File: src/rtl/prefetch_queue_pkg.sv
// +--------------------------------------------------------------------------+
// | prefetch_queue_pkg - fetch FSM encodings and default widths. Rev 1.0     |
// +--------------------------------------------------------------------------+
`default_nettype none

package prefetch_queue_pkg;

  localparam logic [1:0] PFQ_IDLE    = 2'd0;
  localparam logic [1:0] PFQ_WAIT    = 2'd1;
  localparam logic [1:0] PFQ_DISCARD = 2'd2;

  localparam int PFQ_ADDR_WIDTH = 16;
  localparam int PFQ_REG_WIDTH  = 8;

endpackage

`default_nettype wire

File: src/rtl/prefetch_queue_sync_fifo.sv
// +--------------------------------------------------------------------------+
// | sync_fifo - power-of-two FIFO with flush and extra-MSB pointers. Rev 1.0 |
// +--------------------------------------------------------------------------+
`default_nettype none

module sync_fifo
  import prefetch_queue_pkg::*;
#(
  parameter int WIDTH = PFQ_ADDR_WIDTH + PFQ_REG_WIDTH,
  parameter int DEPTH = 4
) (
  input  logic                         clk,
  input  logic                         reset,
  input  logic                         push_i,
  input  logic [WIDTH-1:0]             push_data_i,
  input  logic                         pop_i,
  input  logic                         flush_i,
  output logic [$clog2(DEPTH+1)-1:0]   count_o,
  output logic [WIDTH-1:0]             head_o
);

  localparam int PW = $clog2(DEPTH);
  localparam int CW = $clog2(DEPTH+1);

  logic [PW:0]      wr_ptr_q, wr_ptr_d;
  logic [PW:0]      rd_ptr_q, rd_ptr_d;
  logic [WIDTH-1:0] mem_q [DEPTH];

  always_comb begin
    wr_ptr_d = wr_ptr_q;
    rd_ptr_d = rd_ptr_q;
    if (flush_i) begin
      wr_ptr_d = rd_ptr_q;
    end else begin
      if (push_i) wr_ptr_d = wr_ptr_q + 1'b1;
      if (pop_i)  rd_ptr_d = rd_ptr_q + 1'b1;
    end
  end

  // Storage is cleared on reset so the head reads as zero until the first push.
  always_ff @(posedge clk) begin
    if (reset) begin
      wr_ptr_q <= '0;
      rd_ptr_q <= '0;
      for (int i = 0; i < DEPTH; i++) mem_q[i] <= '0;
    end else begin
      wr_ptr_q <= wr_ptr_d;
      rd_ptr_q <= rd_ptr_d;
      if (push_i && !flush_i) mem_q[wr_ptr_q[PW-1:0]] <= push_data_i;
    end
  end

  assign count_o = CW'(wr_ptr_q - rd_ptr_q);
  assign head_o  = mem_q[rd_ptr_q[PW-1:0]];

endmodule

`default_nettype wire

File: src/rtl/prefetch_queue.sv
// +--------------------------------------------------------------------------+
// | prefetch_queue - sequential instruction-byte prefetcher. Rev 1.0         |
// +--------------------------------------------------------------------------+
`default_nettype none

module prefetch_queue
  import prefetch_queue_pkg::*;
#(
  parameter int                    ADDR_WIDTH = PFQ_ADDR_WIDTH,
  parameter int                    DATA_WIDTH = PFQ_REG_WIDTH,
  parameter int                    DEPTH      = 4,
  parameter logic [ADDR_WIDTH-1:0] RESET_ADDR = 16'hFFFC
) (
  input  logic                        clk,
  input  logic                        reset,
  input  logic                        redirect,
  input  logic [ADDR_WIDTH-1:0]       redirect_addr,
  output logic                        mem_rd,
  output logic [ADDR_WIDTH-1:0]       mem_addr,
  input  logic [DATA_WIDTH-1:0]       mem_rdata,
  input  logic                        mem_valid,
  output logic                        out_valid,
  output logic [DATA_WIDTH-1:0]       out_data,
  output logic [ADDR_WIDTH-1:0]       out_addr,
  input  logic                        pop,
  output logic [$clog2(DEPTH+1)-1:0]  count
);

  localparam int CW = $clog2(DEPTH+1);

  logic [1:0]            state_q, state_d;
  logic [ADDR_WIDTH-1:0] fetch_pc_q, fetch_pc_d;
  logic [ADDR_WIDTH-1:0] mem_addr_q, mem_addr_d;
  logic                  mem_rd_q, mem_rd_d;

  logic                  pop_acc;
  logic                  push;
  logic [CW-1:0]         fill_next;
  logic                  space;
  logic [ADDR_WIDTH-1:0] head_addr;
  logic [DATA_WIDTH-1:0] head_data;

  assign pop_acc   = pop && out_valid;
  assign push      = (state_q == PFQ_WAIT) && mem_valid && !redirect;
  assign fill_next = count - CW'(pop_acc) + CW'(push);
  assign space     = fill_next < CW'(DEPTH);

  sync_fifo #(
    .WIDTH (ADDR_WIDTH + DATA_WIDTH),
    .DEPTH (DEPTH)
  ) u_fifo (
    .clk         (clk),
    .reset       (reset),
    .push_i      (push),
    .push_data_i ({fetch_pc_q, mem_rdata}),
    .pop_i       (pop_acc),
    .flush_i     (redirect),
    .count_o     (count),
    .head_o      ({head_addr, head_data})
  );

  always_comb begin
    state_d    = state_q;
    fetch_pc_d = fetch_pc_q;
    mem_addr_d = mem_addr_q;
    mem_rd_d   = mem_rd_q;
    if (redirect) begin
      fetch_pc_d = redirect_addr;
      // An unanswered request must be held until its response is swallowed.
      if (state_q != PFQ_IDLE && !mem_valid) begin
        state_d = PFQ_DISCARD;
      end else begin
        state_d    = PFQ_WAIT;
        mem_rd_d   = 1'b1;
        mem_addr_d = redirect_addr;
      end
    end else begin
      case (state_q)
        PFQ_IDLE: begin
          if (space) begin
            state_d    = PFQ_WAIT;
            mem_rd_d   = 1'b1;
            mem_addr_d = fetch_pc_q;
          end
        end
        PFQ_WAIT: begin
          if (mem_valid) begin
            fetch_pc_d = fetch_pc_q + 1'b1;
            if (space) begin
              mem_addr_d = fetch_pc_q + 1'b1;
            end else begin
              state_d  = PFQ_IDLE;
              mem_rd_d = 1'b0;
            end
          end
        end
        PFQ_DISCARD: begin
          if (mem_valid) begin
            if (space) begin
              state_d    = PFQ_WAIT;
              mem_addr_d = fetch_pc_q;
            end else begin
              state_d  = PFQ_IDLE;
              mem_rd_d = 1'b0;
            end
          end
        end
        default: begin
          state_d  = PFQ_IDLE;
          mem_rd_d = 1'b0;
        end
      endcase
    end
  end

  always_ff @(posedge clk) begin
    if (reset) begin
      state_q    <= PFQ_IDLE;
      fetch_pc_q <= RESET_ADDR;
      mem_addr_q <= RESET_ADDR;
      mem_rd_q   <= 1'b0;
    end else begin
      state_q    <= state_d;
      fetch_pc_q <= fetch_pc_d;
      mem_addr_q <= mem_addr_d;
      mem_rd_q   <= mem_rd_d;
    end
  end

  // An empty queue's head is the next byte to be fetched.
  assign out_valid = (count != '0);
  assign out_addr  = out_valid ? head_addr : fetch_pc_q;
  assign out_data  = head_data;
  assign mem_rd    = mem_rd_q;
  assign mem_addr  = mem_addr_q;

endmodule

`default_nettype wire

File: config.mk
export PLATFORM = sky130hd
export DESIGN_NAME = prefetch_queue
export DESIGN_NICKNAME = d
export VERILOG_FILES = /design/src/rtl/prefetch_queue_pkg.sv /design/src/rtl/prefetch_queue_sync_fifo.sv /design/src/rtl/prefetch_queue.sv
export SDC_FILE = /design/constraint.sdc
export NUM_CORES = 1
export LEC_CHECK = 0
export ABC_AREA = 0
export ABC_CLOCK_PERIOD_IN_PS = 10800
export BUFFER_PORTS_ARGS = -buffer_cell sky130_fd_sc_hd__buf_2
export CORE_MARGIN = 2
export CORE_UTILIZATION = 48
export CTS_CLUSTER_SIZE = 14
export DETAILED_ROUTE_END_ITERATION = 7
export PLACE_DENSITY = 0.74
export SLEW_MARGIN = 0
export SYNTH_ARGS = -nofsm -noshare
export SYNTH_HDL_FRONTEND = slang
export SYNTH_SLANG_ARGS = --single-unit
File: constraint.sdc
create_clock -name clk -period 10.8 [get_ports clk]
set_input_delay 1.08 -clock clk [delete_from_list [all_inputs] [get_ports clk]]
set_output_delay 1.08 -clock clk [all_outputs]
set_load 0.005 [all_outputs]
# ---- Word-level counts from Yosys, hierarchy flattened
# Memories as Yosys holds them, arrays and structs flattened. A register that Yosys moved wholly into a read port is not among the register bits.
# Cells that the tools add are included.
dict set report totals {
  ff_bits 41
  mem_bits_rw 96
  inputBits 29
  out_inout_bits 45
  elab_cells 83
  n_memories 1
}
# name depth word_bits rd rd_clocked_by_memory_dff write_ports line
set mem_list {}
lappend mem_list {u_fifo.mem_q 4 24 1 1 4 prefetch_queue_sync_fifo.sv:27} ;# logic [WIDTH-1:0] mem_q [DEPTH];
dict set report op_classes {
  add_sub_neg 6
  n_lt_le_gt_ge 1
  n_eq_ne 10
  muxes 37
  bitwise 1
  reduce_logical 21
}
# operator count
set op_table {}
lappend op_table {{$mux W16} 10}
lappend op_table {{$pmux W16 S3} 1}
lappend op_table {{$mux W24} 1}
lappend op_table {{$reduce_or A24 Y1} 1}
lappend op_table {{$mux W2} 9}
lappend op_table {{$ne A3 B3 Y1 const B} 6}
lappend op_table {{$add A16 B1 Y16 const B} 1}
lappend op_table {{$mux W1} 12}
lappend op_table {{$reduce_and A4 Y1} 2}
lappend op_table {{$reduce_bool A2 Y1} 4}
lappend op_table {{$add A3 B1 Y3 const B} 2}
lappend op_table {{$mux W3} 2}
lappend op_table {{$pmux W2 S3} 1}
lappend op_table {{$logic_and A1 B1 Y1} 5}
lappend op_table {{$reduce_and A5 Y1} 1}
lappend op_table {{$reduce_and A2 Y1} 2}
lappend op_table {{$reduce_bool A4 Y1} 1}
lappend op_table {{$add A3 B1 Y3} 1}
lappend op_table {{$lt A3 B3 Y1 const B} 1}
lappend op_table {{$ne A3 B1 Y1 const B} 1}
lappend op_table {{$reduce_bool A3 Y1} 1}
lappend op_table {{$sub A3 B1 Y3} 1}
lappend op_table {{$sub A3 B3 Y3} 1}
lappend op_table {{$eq A2 B1 Y1 const B} 1}
lappend op_table {{7 further kinds} 8}

# ---- Logic depth before layout (Yosys ltp)
# Gate-level depths: netlist of run 1.
dict set report depth {
  word_depth 10
  depth_mapped 15
  depth_no_buf 14
}

# ---- Modules after synthesis
# From an unflattened synthesis of run 1, not the netlist that was laid out.
dict set report unflattened {
  cells_unflattened 614
  area_unflattened_um2 6866.6
}
# mod instances cells_per_inst area_per_inst_um2
set by_module_without_submodules {}
lappend by_module_without_submodules {sync_fifo 1 303 4408.0}
lappend by_module_without_submodules {prefetch_queue 1 311 2458.6}

# ---- Least setup slack after synthesis of run 1
# OpenSTA, ideal clock, no wires.
dict set report synth_timing {
  kind {input port to flip-flop}
  startpoint {input mem_valid}
  endpoint {memory u_fifo.mem_q[3][0] (netlist name) (enable)}
  arrival_ns 3.511
  t_required_ns 10.358
  path_slack_ns 6.847
  cell_stages 5
  cell_sequence {buf_2 > and2_1 > clkbuf_1 > nand2_1 > o31ai_1}
}
# element line
set synth_rtl {}
lappend synth_rtl {{start, declared} prefetch_queue.sv:21} ;# input logic mem_valid,
lappend synth_rtl {{end, declared} prefetch_queue_sync_fifo.sv:27}

# ---- Final worst setup path of run 1
dict set report layout_timing {
  startpoint {register u_fifo.wr_ptr_q[0]}
  endpoint {register mem_addr_q[9] (netlist: mem_addr[9])}
}
dict set report layout_between {
  elab_chain_cells 10
  elab_cells_between_ends 12
}
# element line
set layout_lines {}
lappend layout_lines {{start, declared} prefetch_queue_sync_fifo.sv:25} ;# logic [PW:0] wr_ptr_q, wr_ptr_d;
lappend layout_lines {{start signal, assigned} prefetch_queue_sync_fifo.sv:47} ;# wr_ptr_q <= wr_ptr_d;
lappend layout_lines {{$sub A3 B3 Y3 (*)} prefetch_queue_sync_fifo.sv:53} ;# assign count_o = CW'(wr_ptr_q - rd_ptr_q);
lappend layout_lines {{$reduce_bool A3 Y1} prefetch_queue.sv:131} ;# assign out_valid = (count != '0);
lappend layout_lines {{$logic_and A1 B1 Y1} prefetch_queue.sv:43} ;# assign pop_acc = pop && out_valid;
lappend layout_lines {{$sub A3 B1 Y3 (*)} prefetch_queue.sv:45} ;# assign fill_next = count - CW'(pop_acc) + CW'(push);
lappend layout_lines {{$add A3 B1 Y3 (*)} prefetch_queue.sv:45}
lappend layout_lines {{$lt A3 B3 Y1 (*)} prefetch_queue.sv:46} ;# assign space = fill_next < CW'(DEPTH);
lappend layout_lines {{$mux W16 (2 in series)} n/a}
lappend layout_lines {{$pmux W16 S3} n/a}
lappend layout_lines {{$mux W16} n/a}
lappend layout_lines {{end signal, assigned} prefetch_queue.sv:125} ;# mem_addr_q <= mem_addr_d;
lappend layout_lines {{end, declared} prefetch_queue.sv:33} ;# logic [ADDR_WIDTH-1:0] mem_addr_q, mem_addr_d;
# Every way passes the cells marked *; elsewhere a longest branch is shown, timed or not. The select of a mux whose other input is x is not followed.
# A chain may end at the register's enable or synchronous reset.

==> results.cfg, run 1 <==
[clock_tree]
tritoncts = built
cts_sinks = 139
h-tree-depth = 4
postCtsResizedCells = 0
worstSkewPairLatency_ns = 0.42
clk_transition_reported_paths_ns = 0.06
cts_buffers = 17
postCtsSetupBuffers = 0
cts_hold_buf = 0
root_buffer = clkbuf_16
cts_buffer_depth = 2

[drt]
viasPerCell = 5.49
drc = 0
avgRoutedWirePerCell_um = 17.6
final_antenna_net_count = 0
dr.first_iter.drc_count = 336
firstDrtPassIters = 5
drt-total-wl_mm = 14.4
vias = 4497

[hold_path]
hold-path-endpoint = mem_addr[0]
min_from = mem_addr[0]
min_path_type = flop to flop
min_path_cells = 2

[global_routing]
grt_max_degree = 36
grt.overflow.total = 0
antenna_found_initial = 0
grt_pass1_wl_mm = 23.3
grt_usage_pct = 20.6
grt_pass1_vias = 4518

[run_status]
status = finished, final reports clean

[critical_path]
arrival_ns = 5.33
crit_path_start_kind = flop
worst_setup_path_end_kind = flop
rr_worst_depth = 13
timing.rr.start = u_fifo.wr_ptr_q[0]
rrSetupSlack_ns = 5.73
crit_fanout = 32
cp.required_ns = 11.06
critPathKind = flop to flop
r2r_end = mem_addr[9]

[cells_and_area]
n_antenna_cell = 0
fin_util_pct = 57.1
area_delta_synth_final_pct = 15.9
layout_commonest_cell = edfxtp_1
stdcell_count = 819
design_area_um2 = 7950
nNetsFinal = 665
mostFrequentLayoutCells = edfxtp_1, and2_1, buf_2
drive_gt1_share_pct = 24.7

[synth]
ys_seq_area_share_pct = 54.6
synth-edff-count = 96
synth-seq-cells = 139
post_synth.cell_area_avg_um2 = 11.8
synth_cell_type_count = 44
synthFlopType = edfxtp_1
synth_warnings = 0
synth_cells = 580
synth_area_um2 = 6860
syn-num-nets = 619
async_flop_share_pct = 0

[power_and_ir_drop]
power_mw = 1.51
leakage_nw = 3.06
ir_drop_mv = 0.150
power_density_nw_per_um2 = 190

[floorplanning]
fp.dieArea_um2 = 15300
fp.dieW_um = 124
start_util_pct = 49.2
row_count = 43
die_h_um = 124
core-area_um2 = 13900
top_level_ports = 74

[sta]
relSlewSlack_pct = 34.0
finalSetupTns_ns = 0
max_freq_mhz = 197
slew_violations = 0
worst_slew_pin_slew_ns = 0.988
hold_viol_final = 0
grt_setup_unrepaired = no
fin_skew_ns = 0.0112
fin_crit_ns = 5.07
setup_violations = 0
min_period_over_period_pct = 47.0

[job]
maxCapViolations = 0

[placement]
dp_hpwl_mm = 9.00
portBuffers = 73
placed_area_um2 = 7320
placedCellCount = 787
gp_congestion = 0.862
synthesized netlist by cell type, types with 4 or more instances:
| master | number | share of area (%) |
|---|---|---|
| o211ai_1 | 5 | 0.55 |
| nand2_1 | 43 | 2.4 |
| and2_1 | 95 | 8.7 |
| inv_1 | 14 | 0.77 |
| xor2_1 | 17 | 2.2 |
| buf_2 | 11 | 0.80 |
| dfxtp_1 | 43 | 13 |
| mux2i_1 | 15 | 2.2 |
| nand3_1 | 9 | 0.66 |
| nand4_1 | 7 | 0.64 |
| o21ai_0 | 21 | 1.5 |
| edfxtp_1 | 96 | 42 |
| nor2_1 | 36 | 2.0 |
| nor3_1 | 11 | 0.80 |
| clkbuf_1 | 34 | 1.9 |
| and3_1 | 4 | 0.36 |
| ha_1 | 9 | 1.6 |
| xnor2_1 | 15 | 1.9 |
| mux4_2 | 24 | 7.9 |
| a21oi_1 | 18 | 1.3 |
| mux2_2 | 16 | 2.6 |
power by group:
| part | total, mW | internal (mW) | switching, mW |
|---|---|---|---|
| Sequential | 0.634 | 0.609 | 0.0251 |
| Clock | 0.619 | 0.405 | 0.214 |
| Combinational | 0.257 | 0.119 | 0.139 |
| Total | 1.51 | 1.13 | 0.378 |
layer usage:
metal / global-route usage, % / vias up / part of all wire (%)
met5: 0 / - / 0
met1: 26.8 / 2195 / 43
li1: - / 2137 / -
met4: 6.96 / 0 / 1.1
met3: 4.75 / 16 / 5.6
met2: 34.2 / 149 / 50
cells by family (layout without fill, tap and decap cells):
group                      Yosys count  count (layout)  share of synthesized area (%)
muxes                               55              55                           12.7
and+or+nand+nor                    214             214                           16.3
xor gates and xnor gates            35              35                           4.89
adders and majority gates           10              10                           1.93
DFF                                139             139                           54.6
AOI/OAI and AO/OA                   62              62                           5.73
buffers and inverters               65             124                           3.90
stage by stage:
step | hold slack (ns) | setup slack (ns)
finish | 0.465 | 5.73
global placement | 0.436 | 5.87
floorplan | 0.448 | 6.85
CTS | 0.466 | 5.68
detailed placement | 0.451 | 5.69
global route | 0.510 | 5.37
cell type report:
| class | instances | area (um^2) |
|---|---|---|
| Clock buffer | 17 | 425 |
| Clock inverter | 15 | 204 |
| Sequential cell | 139 | 3740 |
| Multi-Input combinational cell | 376 | 2900 |
| Tap cell | 180 | 225 |
| Fill cell | 1148 | 5980 |
| Inverter | 15 | 56.3 |
| Timing Repair Buffer | 77 | 395 |
worst max-delay path, cell delays in order, from the launching register on:
cell	delay [ns]
dfxtp_1	0.51
inv_1	0.23
ha_1	0.24
fa_1	0.37
xnor3_1	0.31
nand3_1	0.72
and2_1	0.49
ha_1	0.20
inv_1	0.05
ha_1	0.21
a31oi_1	0.27
xnor2_2	0.22
o21a_1	0.84
o21ai_0	0.24
worst max path at each step:
stage                        from                 end  slack [ns]  cells after the start
2_1_floorplan           mem_valid  u_fifo.mem_q[3][0]        6.85                      5
3_3_place_gp   u_fifo.wr_ptr_q[0]         mem_addr[0]        5.87                     14
3_5_place_dp   u_fifo.wr_ptr_q[0]         mem_addr[9]        5.69                     13
4_1_cts        u_fifo.wr_ptr_q[0]         mem_addr[9]        5.68                     13
5_1_grt        u_fifo.wr_ptr_q[0]        mem_addr[10]        5.37                     14
6_report       u_fifo.wr_ptr_q[0]         mem_addr[9]        5.73                     13
flip-flops by register name (all words and copies together), names as in the netlist, named ones only:
signal and flops:
mem_addr 16, u_fifo.mem_q 96, mem_rd 1, fetch_pc_q 16
u_fifo.rd_ptr_q 3, state_q 2, u_fifo.wr_ptr_q 3
(Power assumes the default switching activity.)
==> inputs of run 2 (changes only) <==
--- a/config.mk
+++ b/config.mk
@@ -6,13 +6,13 @@
 export NUM_CORES = 1
 export LEC_CHECK = 0
 export ABC_AREA = 0
-export ABC_CLOCK_PERIOD_IN_PS = 10800
+export ABC_CLOCK_PERIOD_IN_PS = 4500
 export BUFFER_PORTS_ARGS = -buffer_cell sky130_fd_sc_hd__buf_2
 export CORE_MARGIN = 2
 export CORE_UTILIZATION = 48
 export CTS_CLUSTER_SIZE = 14
 export DETAILED_ROUTE_END_ITERATION = 7
-export PLACE_DENSITY = 0.74
+export PLACE_DENSITY = 0.77
 export SLEW_MARGIN = 0
 export SYNTH_ARGS = -nofsm -noshare
 export SYNTH_HDL_FRONTEND = slang
==> constraint.sdc (replaced) <==
create_clock -name clk -period 4.5 [get_ports clk]
set_input_delay 0.45 -clock clk [delete_from_list [all_inputs] [get_ports clk]]
set_output_delay 0.45 -clock clk [all_outputs]
set_load 0.005 [all_outputs]
==> run 2 against run 1 <==
  * Critical path depth up 2
  * Fmax up 36%
  * Non-clock buffer count up 8
  * Cell area up 0.72%
  * Hold slack worse by 0.20 ns
  * Final cell count up 0.85%
  * Combinational power up 150%
  * Clock skew down 0.0071 ns
  * Routed wire length up 3.2%
  * Sequential share of layout area down 0.34 points
  * First-iteration DRC count down 1.2%
  * Clock power up 150%
  * Critical path type unchanged
  * Highest routed layer unchanged
==> results.cfg, run 2 (same netlist as run 1, synthesis figures left out) <==
[run_status]
status = finished, final reports clean

[global_routing]
grt.overflow.total = 0
grt_max_degree = 36
grt_pass1_vias = 4704
antenna_found_initial = 0
grt_pass1_wl_mm = 23.8
grt_usage_pct = 20.9

[sta]
min_period_over_period_pct = 83.2
slew_violations = 0
fin_skew_ns = 0.00405
worst_slew_pin_slew_ns = 0.942
finalSetupTns_ns = 0
fin_crit_ns = 3.74
setup_violations = 0
finalWorstSetupSlack_ns = 0.758
hold_viol_final = 0
grt_setup_unrepaired = no
max_freq_mhz = 267
relSlewSlack_pct = 37.2

[cells_and_area]
nNetsFinal = 673
area_delta_synth_final_pct = 16.7
fillers = 1089
n_antenna_cell = 0
drive_gt1_share_pct = 25.4
fin_util_pct = 57.5
stdcell_count = 826
regMostFlops = u_fifo.mem_q
largest_reg_flops = 96
layout_commonest_cell = edfxtp_1
mostFrequentLayoutCells = edfxtp_1, and2_1, buf_2

[critical_path]
arrival_ns = 4.09
path_common_cell = ha_1
timing.critical_path.buf_inv = 3
crit_family = adder cells
worstPathCellList = inv_1 -> ha_1 -> fa_1 -> xnor3_1 -> nand3_1 -> and2_1 -> ha_1 -> inv_1 -> ha_1 -> a31oi_1 -> xnor2_2 -> o21a_1 -> buf_4 -> a211o_1 -> a21oi_2
crit_fanout = 32
slowest_stage = dfxtp_1
max_stage_delay_ns = 0.45
crit_path_start_kind = flop
worst_setup_path_end_kind = flop
critPathKind = flop to flop
cp.required_ns = 4.85

[clock_tree]
root_buffer = clkbuf_16
cts_buffer_depth = 2
cts_sinks = 139
postCtsResizedCells = 0
h-tree-depth = 4
clk_transition_reported_paths_ns = 0.06
cts_hold_buf = 0
tritoncts = built
cts_buffers = 17
worstSkewPairLatency_ns = 0.41
postCtsSetupBuffers = 0

[floorplanning]
fp.dieW_um = 124
top_level_ports = 74
fp.dieArea_um2 = 15300
die_h_um = 124
core-area_um2 = 13900
start_util_pct = 49.2
row_count = 43

[placement]
pre_cts_ws_ns = 0.840
placedCellCount = 795
dp_hpwl_mm = 9.36
gp_congestion = 0.821
portBuffers = 73

[power_and_ir_drop]
power_density_nw_per_um2 = 462
leakage_nw = 3.12
ir_drop_mv = 0.373

[drt]
firstDrtPassIters = 5
drt-total-wl_mm = 14.9
drc = 0
dr.first_iter.drc_count = 332
viasPerCell = 5.52
vias = 4558
avgRoutedWirePerCell_um = 18.0
final_antenna_net_count = 0

[job]
maxCapViolations = 0

[hold_path]
min_path_type = primary input to flop
[run 2: final cells by class]
type                    count  area (um^2)  area share, %
inverters                  15         56.3          0.703
multi-input cells         376         2880           35.9
well taps                 180          225           2.81
repair buffers             85          455           5.69
clock buffers              17          425           5.31
flip-flops and latches    139         3740           46.7
clock inverters            14          225           2.81
[run 2: final timing paths]
| kind | start | to | slack (ns) | cells past startpoint |
|---|---|---|---|---|
| worst max register to register | u_fifo.wr_ptr_q[0] | mem_addr[0] | 0.76 | 15 |
| worst min-delay path | redirect_addr[12] | fetch_pc_q[12] | 0.27 | 3 |
| worst min register to register | mem_addr[1] | mem_addr[1] | 0.46 | 2 |
| worst max-delay path | u_fifo.wr_ptr_q[0] | mem_addr[0] | 0.76 | 15 |
[run 2: per-stage QoR]
step                      power [mW]  hold slack, ns  cell area (um^2)
after floorplan                 1.97           0.448              6860
after global placement          2.16           0.435              7360
after detailed placement        2.19           0.447              7360
after CTS                       3.73           0.254              8010
after global routing            3.86           0.266              8010
final                           3.70           0.265              8010
[run 2: tightest hold or removal path, cell delays in order]
cell	delay [ns]
buf_2	0.08
mux2i_1	0.05
nand2_1	0.06
[run 2: per-layer routing]
metal | part of all wire, % | track usage, % | vias to the layer above | wire length, um
met5 | 0 | 0 | - | 0
met3 | 5.3 | 4.47 | 29 | 785
met4 | 1.6 | 7.39 | 0 | 236
li1 | - | - | 2158 | -
met1 | 44 | 26.9 | 2224 | 6580
met2 | 49 | 35.0 | 147 | 7300
[run 2: power breakdown]
group / switching (mW) / internal [mW] / leakage [nW]
registers: 0.0619 / 1.46 / 1.35
logic: 0.338 / 0.294 / 1.46
clock network: 0.515 / 1.03 / 0.313
total: 0.915 / 2.79 / 3.12
==> inputs of run 3 (changes only) <==
--- a/config.mk
+++ b/config.mk
@@ -6,13 +6,13 @@
 export NUM_CORES = 1
 export LEC_CHECK = 0
 export ABC_AREA = 0
-export ABC_CLOCK_PERIOD_IN_PS = 4500
+export ABC_CLOCK_PERIOD_IN_PS = 3700
 export BUFFER_PORTS_ARGS = -buffer_cell sky130_fd_sc_hd__buf_2
 export CORE_MARGIN = 2
 export CORE_UTILIZATION = 48
 export CTS_CLUSTER_SIZE = 14
 export DETAILED_ROUTE_END_ITERATION = 7
-export PLACE_DENSITY = 0.77
+export PLACE_DENSITY = 0.74
 export SLEW_MARGIN = 0
 export SYNTH_ARGS = -nofsm -noshare
 export SYNTH_HDL_FRONTEND = slang
==> constraint.sdc (replaced) <==
create_clock -name clk -period 3.7 [get_ports clk]
set_input_delay 0.37 -clock clk [delete_from_list [all_inputs] [get_ports clk]]
set_output_delay 0.37 -clock clk [all_outputs]
set_load 0.005 [all_outputs]
==> run 3 against run 2 <==
  * Via count up 0.26%
  * Die area unchanged
  * Global-route usage down 0.10 points
  * Setup slack worse by 0.50 ns
  * Highest routed layer unchanged
  * Critical path depth unchanged
  * Core utilization about the same
  * Non-clock buffer count up 3
  * Sequential share of layout area about the same
  * Routed wire length down 0.13%
  * First-iteration DRC count down 9.9%
  * Clock-buffer cell count up 1
  * Largest cell class unchanged
  * Power up 18%
==> results.cfg, run 3 (same netlist as run 1, synthesis figures left out) <==
[cells_and_area]
area_delta_synth_final_pct = 16.6
nNetsFinal = 676
fin_util_pct = 57.4
n_antenna_cell = 0
largest_reg_flops = 96
layout_commonest_cell = edfxtp_1
mostFrequentLayoutCells = edfxtp_1, and2_1, buf_2
drive_gt1_share_pct = 26.7
regMostFlops = u_fifo.mem_q
fillers = 1125

[clock_tree]
worstSkewPairLatency_ns = 0.42
h-tree-depth = 4
root_buffer = clkbuf_16
cts_buffer_depth = 2
cts_sinks = 139
cts_hold_buf = 0
clk_transition_reported_paths_ns = 0.06
tritoncts = built
cts_buffers = 17
postCtsSetupBuffers = 0
postCtsResizedCells = 0

[global_routing]
antenna_found_initial = 0
grt_pass1_wl_mm = 23.5
grt_max_degree = 36
grt_pass1_vias = 4637
grt.overflow.total = 0
grt_usage_pct = 20.8

[placement]
gp_congestion = 0.836
dp_hpwl_mm = 9.31
portBuffers = 73

[sta]
holdWs_ns = 0.179
min_period_over_period_pct = 93.1
max_freq_mhz = 290
fin_skew_ns = 0.00894
fin_crit_ns = 3.44
slew_violations = 0
finalSetupTns_ns = 0
worst_slew_pin_slew_ns = 0.719
relSlewSlack_pct = 52.1
grt_setup_unrepaired = no
hold_viol_final = 0
setup_violations = 0

[critical_path]
cp.required_ns = 4.00
crit_path_start_kind = flop
worstPathCellList = inv_1 -> ha_1 -> fa_1 -> xnor3_1 -> nand3_1 -> and2_1 -> ha_1 -> inv_1 -> ha_1 -> a31oi_2 -> xnor2_2 -> o21a_1 -> buf_8 -> a21oi_1 -> o31ai_1
worst_setup_path_end_kind = flop
timing.critical_path.buf_inv = 3
slowest_stage = dfxtp_2
critPathKind = flop to flop
max_stage_delay_ns = 0.39
path_common_cell = ha_1
crit_fanout = 30
arrival_ns = 3.74
crit_family = adder cells

[power_and_ir_drop]
p_int_mw = 3.27
clkPwrFrac_pct = 39.8
leakage_nw = 3.13
p_comb_share_pct = 17.9
netSwitchingPower_mw = 1.12
power_frac_seq_pct = 42.3
power_mw = 4.38
ir_drop_mv = 0.415
p_sw_share_pct = 25.5
power_density_nw_per_um2 = 548

[floorplanning]
core-area_um2 = 13900
row_count = 43
start_util_pct = 49.2
die_h_um = 124
fp.dieW_um = 124
top_level_ports = 74
fp.dieArea_um2 = 15300

[drt]
wl_met3_um = 803
viasPerCell = 5.51
avgRoutedWirePerCell_um = 18.0
met2_wirelength_mm = 7.35
topRoutingLayerUsed = met4
firstDrtPassIters = 4
vias = 4570
drt-total-wl_mm = 14.9
wl_met1_mm = 6.56
dr.first_iter.drc_count = 299
drc = 0
final_antenna_net_count = 0

[job]
maxCapViolations = 0

[hold_path]
min_path_type = primary input to flop

[run_status]
status = finished, final reports clean
-- run 3: cell count changes in the layout (fill, tap and decap cells not counted), moves of 2 or more --
cell | previous run | this run
clkinv_2 | 1 | 6
clkinv_1 | 5 | 1
buf_4 | 12 | 14
bufinv_16 | 6 | 4
-- run 3: tightest hold or removal path: cells and delay by family --
family	cells	cell delay [ns]
muxes	1	0.06
and+or+nand+nor	1	0.05
buffers and inverters	1	0.09
-- run 3: through the flow --
| step | instance area, um^2 | setup slack (ns) | std cells |
|---|---|---|---|
| 6_report | 8000 | 0.256 | 829 |
| 2_1_floorplan | 6860 | 0.267 | 580 |
| 5_1_grt | 8000 | 0.0210 | 829 |
| 3_3_place_gp | 7380 | 0.244 | 798 |
| 4_1_cts | 7990 | 0.0547 | 829 |
| 3_5_place_dp | 7380 | 0.108 | 798 |
-- run 3: routing by layer --
metal | vias up | global-route usage (%)
met5 | - | 0
met4 | 0 | 6.46
met1 | 2254 | 27.2
met3 | 18 | 5.17
met2 | 139 | 34.2
li1 | 2159 | -
-- run 3: cell type report --
cell class | instances | area, um^2 | area share, %
multi-input combinational | 376 | 2890 | 36.1
inverter | 15 | 56.3 | 0.703
tap | 180 | 225 | 2.81
sequential | 139 | 3740 | 46.8
clock inverter | 13 | 175 | 2.19
clock buffer | 18 | 429 | 5.36
timing repair buffer | 88 | 485 | 6.07
-- run 3: path summary, 6_finish.rpt --
path | slack, ns | end | cells past startpoint | startpoint
setup / recovery | 0.26 | mem_addr[15] | 15 | u_fifo.wr_ptr_q[0]
hold / removal | 0.18 | fetch_pc_q[10] | 3 | redirect_addr[10]
setup reg to reg | 0.26 | mem_addr[15] | 15 | u_fifo.wr_ptr_q[0]
hold reg to reg | 0.46 | mem_addr[1] | 2 | mem_addr[1]
-- run 3: power groups by stage --
stage | Clock (mW) | Combinational, mW | Sequential (mW)
6_report | 1.75 | 0.785 | 1.85
5_1_grt | 1.83 | 0.869 | 1.87
4_1_cts | 1.77 | 0.781 | 1.85
3_5_place_dp | 0 | 0.779 | 1.88
3_3_place_gp | 0 | 0.756 | 1.87
2_1_floorplan | 0 | 0.540 | 1.85
